`src/rtl/mac_mul_pipe.sv`:
```
// Two-stage unsigned slice multiplier: S1 registers four W x W partial products,
// S2 assembles them into a zero-extended result for single, dual or quad mode.
module mac_mul_pipe #(
  parameter int MAC_CONF_WIDTH = 3,
  parameter int MAC_MIN_WIDTH  = 8,
  parameter int MAC_MULT_WIDTH = 2*MAC_MIN_WIDTH,
  parameter int MAC_INT_WIDTH  = 5*MAC_MIN_WIDTH
) (
  input  logic                      clk,
  input  logic                      rst,
  input  logic                      en,
  input  logic                      in_valid,
  output logic                      in_ready,
  input  logic [MAC_MIN_WIDTH-1:0]  A0,
  input  logic [MAC_MIN_WIDTH-1:0]  A1,
  input  logic [MAC_MIN_WIDTH-1:0]  A2,
  input  logic [MAC_MIN_WIDTH-1:0]  A3,
  input  logic [MAC_MIN_WIDTH-1:0]  B3,
  input  logic [MAC_CONF_WIDTH-1:0] cfg,
  output logic                      out_valid,
  input  logic                      out_ready,
  output logic [MAC_INT_WIDTH-1:0]  C,
  output logic                      cfg_err
);

  // Handshake: a beat moves on a rising edge only when valid & ready are both
  // high; both stages freeze while en is low, and in_ready is low in reset.
  typedef enum logic [1:0] {
    MODE_SINGLE  = 2'd0,
    MODE_DUAL    = 2'd1,
    MODE_QUAD    = 2'd2,
    MODE_ILLEGAL = 2'd3
  } mode_e;

  logic [3:0][MAC_MIN_WIDTH-1:0]  a_slice;
  logic                           s1_adv;
  logic                           s2_adv;

  logic                           s1_valid_q, s1_valid_d;
  mode_e                          s1_mode_q,  s1_mode_d;
  logic [3:0][MAC_MULT_WIDTH-1:0] s1_pp_q,    s1_pp_d;

  logic                           s2_valid_q, s2_valid_d;
  logic [MAC_INT_WIDTH-1:0]       s2_c_q,     s2_c_d;
  logic                           s2_err_q,   s2_err_d;

  logic [MAC_INT_WIDTH-1:0]       sum;
  logic                           err;
  logic                           unused_cfg_hi;

  assign a_slice       = {A3, A2, A1, A0};
  assign unused_cfg_hi = ^cfg[MAC_CONF_WIDTH-1:2];

  assign s2_adv   = en & (~s2_valid_q | out_ready);
  assign s1_adv   = en & (~s1_valid_q | s2_adv);
  assign in_ready = rst & s1_adv;

  always_comb begin
    s1_valid_d = s1_valid_q;
    s1_mode_d  = s1_mode_q;
    s1_pp_d    = s1_pp_q;
    if (s1_adv) begin
      s1_valid_d = in_valid;
      s1_mode_d  = mode_e'(cfg[1:0]);
      for (int i = 0; i < 4; i++) begin
        s1_pp_d[i] = MAC_MULT_WIDTH'(a_slice[i]) * MAC_MULT_WIDTH'(B3);
      end
    end
  end

  // Full-width adds so carries ripple across every slice boundary.
  always_comb begin
    sum = '0;
    err = 1'b0;
    case (s1_mode_q)
      MODE_SINGLE: sum = MAC_INT_WIDTH'(s1_pp_q[3]);
      MODE_DUAL:   sum = MAC_INT_WIDTH'(s1_pp_q[2])
                       + (MAC_INT_WIDTH'(s1_pp_q[3]) << MAC_MIN_WIDTH);
      MODE_QUAD:   sum = MAC_INT_WIDTH'(s1_pp_q[0])
                       + (MAC_INT_WIDTH'(s1_pp_q[1]) << MAC_MIN_WIDTH)
                       + (MAC_INT_WIDTH'(s1_pp_q[2]) << (2*MAC_MIN_WIDTH))
                       + (MAC_INT_WIDTH'(s1_pp_q[3]) << (3*MAC_MIN_WIDTH));
      default:     err = 1'b1;
    endcase
  end

  always_comb begin
    s2_valid_d = s2_valid_q;
    s2_c_d     = s2_c_q;
    s2_err_d   = s2_err_q;
    if (s2_adv) begin
      s2_valid_d = s1_valid_q;
      s2_c_d     = sum;
      s2_err_d   = err;
    end
  end

  always_ff @(posedge clk or negedge rst) begin
    if (!rst) begin
      s1_valid_q <= 1'b0;
      s1_mode_q  <= MODE_SINGLE;
      s1_pp_q    <= '0;
      s2_valid_q <= 1'b0;
      s2_c_q     <= '0;
      s2_err_q   <= 1'b0;
    end else begin
      s1_valid_q <= s1_valid_d;
      s1_mode_q  <= s1_mode_d;
      s1_pp_q    <= s1_pp_d;
      s2_valid_q <= s2_valid_d;
      s2_c_q     <= s2_c_d;
      s2_err_q   <= s2_err_d;
    end
  end

  assign out_valid = s2_valid_q;
  assign C         = s2_c_q;
  assign cfg_err   = s2_err_q;

endmodule

```
`config.mk`:
```
export PLATFORM = sky130hd
export DESIGN_NAME = mac_mul_pipe
export DESIGN_NICKNAME = d
export VERILOG_FILES = /design/src/rtl/mac_mul_pipe.sv
export SDC_FILE = /design/constraint.sdc
export NUM_CORES = 1
export LEC_CHECK = 0
export ABC_AREA = 0
export CAP_MARGIN = 0
export CORE_UTILIZATION = 55
export DETAILED_ROUTE_END_ITERATION = 7
export PLACE_DENSITY = 0.75
export SLEW_MARGIN = 0
export SYNTH_ARGS = -nofsm -noshare
export SYNTH_HDL_FRONTEND = slang
export SYNTH_SLANG_ARGS = --single-unit
```
`constraint.sdc`:
```
create_clock -name clk -period 4.7 [get_ports clk]
set_input_delay 0.94 -clock clk [delete_from_list [all_inputs] [get_ports clk]]
set_output_delay 0.94 -clock clk [all_outputs]
set_load 0.02 [all_outputs]
```
## Word-level counts from Yosys, hierarchy flattened

Index checks and enable logic that the tools add are counted.

- Register bits after elaboration: 109
- Latch bits: 0
- Memory bits (writable): 0
- Memory bits (read-only): 0
- Input port bits: 48
- Output and inout bits: 43
- Logic and storage cells: 30
- Memories: 0

- $add $sub $neg: 4
- $mul: 4
- Div/mod/pow operators: 0
- $lt $le $gt $ge: 0
- Eq/ne operators: 2
- Shifts and indexed selects: 0
- Muxes and demuxes: 2
- Bitwise logic cells: 7
- Reductions and logical operators: 2

Operators by type and width:

| cell | number |
|---|---|
| 40-bit one-hot mux with 3 select lines | 1 |
| 8-bit by 8-bit multiplier with 16-bit output | 4 |
| 16-bit by 24-bit adder with 25-bit output | 2 |
| 33-bit by 40-bit adder with 40-bit output | 1 |
| 25-bit by 32-bit adder with 33-bit output | 1 |
| 1-bit bitwise AND | 3 |
| 3-bit OR reduction | 1 |
| 2-bit by 1-bit == test with 1-bit output, second input constant | 1 |
| 2-bit == test, second input constant | 1 |
| 2-bit zero test | 1 |
| 1-bit NOT | 2 |
| 1-bit bitwise OR | 2 |
| 1-bit 2-to-1 mux | 1 |

## Logic depth before layout (Yosys ltp)

Gate-level depths: netlist of run 1.

- Depth in word-level cells: 6
- Mapped depth: 18
- Gate-level depth less buffers: 17

## Worst setup path before layout of run 1

No wires, ideal clock.

- Kind: input port to flip-flop
- From: input port B3[7]
- To: register s1_pp_q[63] in the netlist's numbering
- Library setup time: 0.136 ns
- Arrival time: 5.012 ns
- Data required time: 4.564 ns
- Path slack: -0.448 ns
- Stages on the path: 17
- Path buffers: 1
- Cells stage by stage: clkbuf_1 nand2_1 fa_1 fa_1 inv_1 fa_1 inv_1 fa_1 inv_1 ha_1 o21a_1 o31a_1 o211ai_1 nand2_1 a2111oi_0 o21a_1 o211ai_1

- Cells in the longest elaborated chain, start to end: 1

RTL lines:

| element | RTL line | RTL |
|---|---|---|
| start, declared | 18 | `input logic [MAC_MIN_WIDTH-1:0] B3,` |
| 8-bit by 8-bit multiplier with 16-bit output | 66 | `s1_pp_d[i] = MAC_MULT_WIDTH'(a_slice[i]) * MAC_MULT_WIDTH'(B3);` |
| end signal, assigned | 109 | `s1_pp_q <= s1_pp_d;` |
| end, declared | 41 | `logic [3:0][MAC_MULT_WIDTH-1:0] s1_pp_q, s1_pp_d;` |

No other way between the ends.
A chain may end at the register's enable or synchronous reset.

## Final worst setup path of run 1

- From: input port B3[6]
- To: register s1_pp_q[27] in the netlist's numbering

Same word-level chain as after synthesis.

==> results.sh, run 1 <==
export IMPL_tightest_slew_ns=1.08
export IMPL_p_sw_frac=0.479
export IMPL_totalPowerFinal_mw=8.85
export IMPL_comb_power_share=0.717
export IMPL_status="complete, but fails checks"
export IMPL_arrival_ns=4.92
export IMPL_num_vias=12400
export IMPL_violations_in_the_final_reports="negative setup slack"
export IMPL_ys_flop_type="sky130_fd_sc_hd__dfrtp_1"
export IMPL_cell_internal_pwr_mw=4.61
export IMPL_htreeDepth=3
export IMPL_remaining_drc_errors=0
export IMPL_setup_total_negative_slack_ns=-0.000152
export IMPL_finalClockSkew_ns=0.0150
export IMPL_floorplan_rows=58
export IMPL_timing_hold_ws_ns=0.482
export IMPL_insertedDiodeCount=0
export IMPL_timing_slew_headroom=0.277
export IMPL_clkLatencyLatePin_ns=0.37
export IMPL_p_leak_nw=8.95
export IMPL_clock_tree_buffer_depth=2
export IMPL_synthesis_nets=2006
export IMPL_syn_inst=1644
export IMPL_dp_hpwl_um=29000
export IMPL_switching_power_mw=4.23
export IMPL_yosys_warnings=0
export IMPL_min_period_ns=4.70
export IMPL_drtIter0Drc=997
export IMPL_maxSlewViolCount=0
export IMPL_fraction_of_registers_with_async_set_or_reset_after_synthesis=1.00
export IMPL_flow_area_growth_from_synthesis_pct=24.5
export IMPL_final_fill_count=1922
export IMPL_gp_routability_congestion=0.940
export IMPL_port_buffers=89
export IMPL_postSynthRegisterBits=109
export IMPL_layout_nets=2215
export IMPL_antenna_violations_before_repair=1
export IMPL_cts_tree="built"
export IMPL_total_grt_usage=0.306
export IMPL_ioPinCount=91
export IMPL_pwr_density_cell_nw_per_um2=496
export IMPL_clock_sinks=109
export IMPL_timing_max_cap_violations=0
export IMPL_netlist_top_cells_count="sky130_fd_sc_hd__nand2_1 (219), sky130_fd_sc_hd__inv_1 (211), sky130_fd_sc_hd__and2_1 (205), sky130_fd_sc_hd__ha_1 (168), sky130_fd_sc_hd__fa_1 (146)"
export IMPL_post_cts_clock_slew_at_the_launch_and_capture_registers_of_the_worst_setup_and_hold_paths_ns=0.08
export IMPL_drt_pass1_iter_count=5
export IMPL_grt_pass1_vias=12400
export IMPL_syn_area_per_cell_um2=8.70
export IMPL_power_clock_fraction=0.090
export IMPL_cts_root_buf="sky130_fd_sc_hd__clkbuf_16"
export IMPL_period_share=1.00
export IMPL_dp_cells=2151
export IMPL_power_sequential_fraction=0.194
export IMPL_timing_final_ws_setup_ns=-0.000152
export IMPL_synth_largest_area_cell="sky130_fd_sc_hd__fa_1"
export IMPL_drt_wirelength_per_cell_um=18.7
export IMPL_largest_net_degree_at_the_start_of_global_routing=101
export IMPL_chipHeight_um=163
export IMPL_synth_area_um2=14300
export IMPL_global_route_wire_length_before_repair_um=63300
export IMPL_core_area_um2=25300
export IMPL_synthDistinctLibCells=65
export IMPL_synth_edff_count=0
export IMPL_synth_area_leaders="sky130_fd_sc_hd__fa_1 (20%), sky130_fd_sc_hd__dfrtp_1 (19%), sky130_fd_sc_hd__ha_1 (15%)"
export IMPL_post_drt_via_cell_ratio=5.65
export IMPL_synth_seq_area_share=0.191
export IMPL_chipWidth_um=163
export IMPL_globalRouteOverflowTotal=0
export IMPL_numCtsBuffers=9
export IMPL_synth_most_common_cell="sky130_fd_sc_hd__nand2_1"
export IMPL_design_die_area_um2=26700
export IMPL_post_cts_hold_buffer_count=0
export IMPL_initial_utilization=0.565
export IMPL_rsz0062_at_grt="yes"
export IMPL_critical_path_required_ns=4.92
export IMPL_synth_largest_type_area_fraction=0.204
export IMPL_fmax_mhz=213
export IMPL_crit_path_end_kind="flip-flop"
export IMPL_final_instance_count_excl_fill=2188
export IMPL_setup_viol_count_final=1
export IMPL_worst_ir_drop_vdd_mv=0.341
export IMPL_worstSetupPathType="input pin to flip-flop"
export IMPL_timing_critical_path_from_type="input pin"
export IMPL_route_final_wire_length_um=40900
export IMPL_timing_final_hold_violations=0
export IMPL_ant_nets=0
export IMPL_worst_hold_path_type="flip-flop to flip-flop"
export IMPL_crit_path_max_fanout=5
export IMPL_drive_gt1_frac=0.182
==> stage by stage <==
stage / util / setup WS (ns) / cell area [um^2]
3_3_place_gp: 0.663 / -0.767 / 16800
6_report: 0.704 / -0.000152 / 17800
5_1_grt: 0.704 / -0.158 / 17800
4_1_cts: 0.692 / 0.0000742 / 17500
3_5_place_dp: 0.663 / -0.820 / 16800
2_1_floorplan: - / -0.0317 / 14500
==> power by group through the flow <==
stage	logic, mW	clock network [mW]	registers (mW)
detailed placement	5.74	0	1.72
CTS	6.00	0.798	1.70
finish	6.34	0.796	1.71
global route	6.97	0.827	1.75
floorplan	3.72	0	1.66
global placement	5.57	0	1.71
==> cells by family (layout without fill, tap and decap cells) <==
family	Yosys count	in the layout	synth area share
and+or+nand+nor	558	558	0.197
adders and majority gates	314	314	0.351
AOI/OAI and AO/OA	285	285	0.126
buffers and inverters	284	498	0.0758
DFF	109	109	0.191
xor gates and xnor gates	78	78	0.0477
muxes	16	16	0.0115
==> cell usage in the layout, fill, tap and decap left out, drive strengths merged, types with 49 or more instances in the layout <==
master         Yosys  layout
dfrtp            109     109
nand2            219     219
and2             205     205
o21ai            102     102
fa               146     146
clkdlybuf4s50      0      49
inv              211     216
ha               168     168
a21oi             63      63
buf               12     190
==> sequential cells by signal (all words and copies together), names as in the netlist <==
| register | cells |
|---|---|
| cfg_err | 1 |
| s1_valid_q | 1 |
| C | 40 |
| s1_pp_q | 64 |
| out_valid | 1 |
| s1_mode_q | 2 |
==> area by class of cell <==
| type | instances | area (um^2) | area share |
|---|---|---|---|
| multi-input combinational | 1251 | 11000 | 0.616 |
| sequential | 109 | 2730 | 0.153 |
| timing repair buffer | 271 | 2600 | 0.146 |
| inverter | 211 | 792 | 0.0444 |
| tap | 330 | 413 | 0.0232 |
| clock buffer | 9 | 225 | 0.0126 |
| clock inverter | 7 | 81.3 | 0.00456 |
==> per-layer routing <==
metal / GRT usage / part of all wire / vias up
li1: - / - / 5786
met1: 0.407 / 0.43 / 6068
met2: 0.518 / 0.47 / 402
met3: 0.0338 / 0.056 / 106
met4: 0.105 / 0.041 / 0
met5: 0 / 0 / -
==> path summary, 6_finish.rpt <==
path                                  from     endpoint  slack, ns  cells past startpoint
worst max-delay path                 B3[6]  s1_pp_q[27]    -0.0002                     18
worst min-delay path                 C[28]        C[28]       0.48                      2
worst max register to register  s1_pp_q[8]        C[18]       1.90                      9
worst min register to register       C[28]        C[28]       0.48                      2
max in group asynchronous              rst  s1_pp_q[31]       2.78                      3
min in group asynchronous              rst   s1_valid_q       0.73                      2
==> critical path, stage by stage <==
cell and delay (ns):
sky130_fd_sc_hd__buf_6 0.12, sky130_fd_sc_hd__bufbuf_16 0.27, sky130_fd_sc_hd__and2_1 0.15, sky130_fd_sc_hd__fa_1 0.52, sky130_fd_sc_hd__fa_1 0.43, sky130_fd_sc_hd__fa_1 0.50, sky130_fd_sc_hd__inv_1 0.06, sky130_fd_sc_hd__fa_1 0.52
sky130_fd_sc_hd__inv_1 0.04, sky130_fd_sc_hd__ha_1 0.21, sky130_fd_sc_hd__buf_4 0.14, sky130_fd_sc_hd__nor3_1 0.19, sky130_fd_sc_hd__nor2_2 0.13, sky130_fd_sc_hd__o211ai_1 0.16, sky130_fd_sc_hd__buf_4 0.18, sky130_fd_sc_hd__nand2b_4 0.06
sky130_fd_sc_hd__xnor2_2 0.18, sky130_fd_sc_hd__o21ai_0 0.09
==> timing repair <==
item | in CTS | in global routing
buffers inserted | 4 | 4
endpoints found under the setup margin | 30 | 26
resized for setup | 113 | 127
cloned | 10 | 3
pin swaps | 45 | 92
No activity file was read; power rests on OpenSTA's default activity.
==> run 2, diff against run 1 <==
--- a/config.mk
+++ b/config.mk
@@ -7,9 +7,9 @@
 export LEC_CHECK = 0
 export ABC_AREA = 0
 export CAP_MARGIN = 0
-export CORE_UTILIZATION = 55
+export CORE_UTILIZATION = 67
 export DETAILED_ROUTE_END_ITERATION = 7
-export PLACE_DENSITY = 0.75
+export PLACE_DENSITY = 0.89
 export SLEW_MARGIN = 0
 export SYNTH_ARGS = -nofsm -noshare
 export SYNTH_HDL_FRONTEND = slang
==> results.sh, run 2 (synthesis results as in run 1) <==
export IMPL_status="complete, but fails checks"
export IMPL_violations_in_the_final_reports="negative setup slack"
export IMPL_power_sequential_fraction=0.182
export IMPL_initial_utilization=0.683
export IMPL_power_clock_fraction=0.079
export IMPL_post_cts_clock_slew_at_the_launch_and_capture_registers_of_the_worst_setup_and_hold_paths_ns=0.09
export IMPL_timing_slew_headroom=0.267
export IMPL_ant_nets=0
export IMPL_ff2ff_setup_slack_ns=1.93
export IMPL_setup_viol_count_final=14
export IMPL_worstPathCellList="clkdlybuf4s50_1, buf_6, buf_6, and2_1, fa_1, inv_1, fa_1, fa_1, inv_1, ha_4, o21a_1, o31a_1, o211ai_1, nand2_2, a221oi_2, xor2_1, o21ai_1"
export IMPL_final_core_util=0.852
export IMPL_drt_wirelength_per_cell_um=23.8
export IMPL_drive_gt1_frac=0.203
export IMPL_clock_sinks=109
export IMPL_flow_area_growth_from_synthesis_pct=24.8
export IMPL_num_vias=13900
export IMPL_finalClockSkew_ns=0.0140
export IMPL_port_buffers=89
export IMPL_arrival_ns=5.09
export IMPL_critical_path_startpoint="B3[1]"
export IMPL_period_share=1.03
export IMPL_antenna_violations_before_repair=2
export IMPL_timing_critical_path_slowest_cell_delay_ns=0.49
export IMPL_dp_cells=2100
export IMPL_crit_path_end_kind="flip-flop"
export IMPL_pwr_density_cell_nw_per_um2=532
export IMPL_ioPinCount=91
export IMPL_globalRouteOverflowTotal=0
export IMPL_chipHeight_um=148
export IMPL_min_period_ns=4.86
export IMPL_layout_nets=2220
export IMPL_crit_path_max_fanout=8
export IMPL_htreeDepth=3
export IMPL_timing_final_ws_setup_ns=-0.161
export IMPL_timing_hold_ws_ns=0.479
export IMPL_design_area_final_um2=17900
export IMPL_comb_power_share=0.738
export IMPL_switching_power_mw=4.77
export IMPL_grt_pass1_vias=14200
export IMPL_cts_tree="built"
export IMPL_setup_total_negative_slack_ns=-1.19
export IMPL_rsz0062_at_grt="yes"
export IMPL_layout_cells_most_common="sky130_fd_sc_hd__nand2_1"
export IMPL_maxSlewViolCount=0
export IMPL_dp_slack_ns=-0.883
export IMPL_dp_hpwl_um=31400
export IMPL_hold_ep="s1_pp_q[16]"
export IMPL_worst_hold_path_type="flip-flop to flip-flop"
export IMPL_cts_root_buf="sky130_fd_sc_hd__clkbuf_16"
export IMPL_post_cts_hold_buffer_count=0
export IMPL_totalPowerFinal_mw=9.50
export IMPL_hold_path_startpoint="s1_pp_q[16]"
export IMPL_worstSetupPathType="input pin to flip-flop"
export IMPL_p_sw_frac=0.502
export IMPL_timing_max_cap_violations=0
export IMPL_cell_at_the_slowest_stage_of_the_critical_path="sky130_fd_sc_hd__fa_1"
export IMPL_min_delay_path_depth=2
export IMPL_core_area_um2=21000
export IMPL_critical_path_required_ns=4.93
export IMPL_drtIter0Drc=1485
export IMPL_max_ffs_per_register=64
export IMPL_worst_ir_drop_vdd_mv=0.293
export IMPL_layout_cells_most_common_list="sky130_fd_sc_hd__nand2_1 (204), sky130_fd_sc_hd__inv_1 (200), sky130_fd_sc_hd__and2_1 (183)"
export IMPL_total_grt_usage=0.432
export IMPL_largest_net_degree_at_the_start_of_global_routing=90
export IMPL_clock_tree_buffer_depth=2
export IMPL_route_final_wire_length_um=50900
export IMPL_p_leak_nw=8.89
export IMPL_chipWidth_um=148
export IMPL_gp_routability_congestion=0.960
export IMPL_regMostFlops="s1_pp_q"
export IMPL_timing_critical_path_from_type="input pin"
export IMPL_r2r_cells=8
export IMPL_drt_pass1_iter_count=8
export IMPL_floorplan_rows=53
export IMPL_tightest_slew_ns=1.10
export IMPL_endpoint_of_the_most_critical_register_to_register_path="C[39]"
export IMPL_post_drt_via_cell_ratio=6.47
export IMPL_remaining_drc_errors=0
export IMPL_dpl_instance_area_um2=16700
export IMPL_critPathTopFamily="adder cells"
export IMPL_numCtsBuffers=9
export IMPL_timing_final_hold_violations=0
export IMPL_crit_top_cell="sky130_fd_sc_hd__fa_1"
export IMPL_global_route_wire_length_before_repair_um=73100
export IMPL_critical_path_buf_inv_count=5
export IMPL_reg2reg_from="s1_pp_q[48]"
export IMPL_cell_internal_pwr_mw=4.73
export IMPL_fmax_mhz=206
export IMPL_clkLatencyLatePin_ns=0.37
export IMPL_final_instance_count_excl_fill=2140
export IMPL_design_die_area_um2=21900
run 2: cell type report:
type                    instances  area, um^2
diodes                          2        5.00
clock buffers                  10         229
clock inverters                 6        57.6
fillers                      1084        3090
inverters                     211         792
multi-input cells            1251       11200
flip-flops and latches        109        2730
well taps                     275         344
repair buffers                276        2530
run 2: how the worst max path moves through the flow:
stage / cells past startpoint / to / slack (ns)
6_report: 17 / s1_pp_q[13] / -0.16
5_1_grt: 18 / s1_pp_q[13] / -0.31
4_1_cts: 19 / s1_pp_q[62] / 0.0006
3_5_place_dp: 18 / s1_pp_q[63] / -0.88
3_3_place_gp: 18 / s1_pp_q[15] / -0.77
2_1_floorplan: 17 / s1_pp_q[63] / -0.03
run 2: worst min-delay path, stage by stage (launching register included):
cell	delay [ns]
sky130_fd_sc_hd__dfrtp_1	0.35
sky130_fd_sc_hd__nand2_1	0.05
sky130_fd_sc_hd__nand2_1	0.05
run 2: power groups by stage:
stage / clock network, mW / logic, mW / registers [mW]
global route: 0.792 / 7.50 / 1.74
floorplan: 0 / 3.72 / 1.66
CTS: 0.742 / 6.07 / 1.69
detailed placement: 0 / 5.80 / 1.71
finish: 0.755 / 7.02 / 1.73
global placement: 0 / 5.51 / 1.69
run 2: metal layers:
| metal | track usage | wire length (um) | vias to the layer above |
|---|---|---|---|
| met4 | 0.293 | 4990 | 0 |
| met2 | 0.723 | 23500 | 1035 |
| met3 | 0.0902 | 5140 | 441 |
| met5 | 0 | 0 | - |
| met1 | 0.501 | 17300 | 6605 |
| li1 | - | - | 5775 |
run 2: repair_timing:
action | 4_1_cts | 5_1_grt
gates cloned | 8 | 0
pin swaps | 85 | 104
resized for setup | 147 | 130
setup endpoints to repair | 32 | 25
setup buffers | 7 | 7
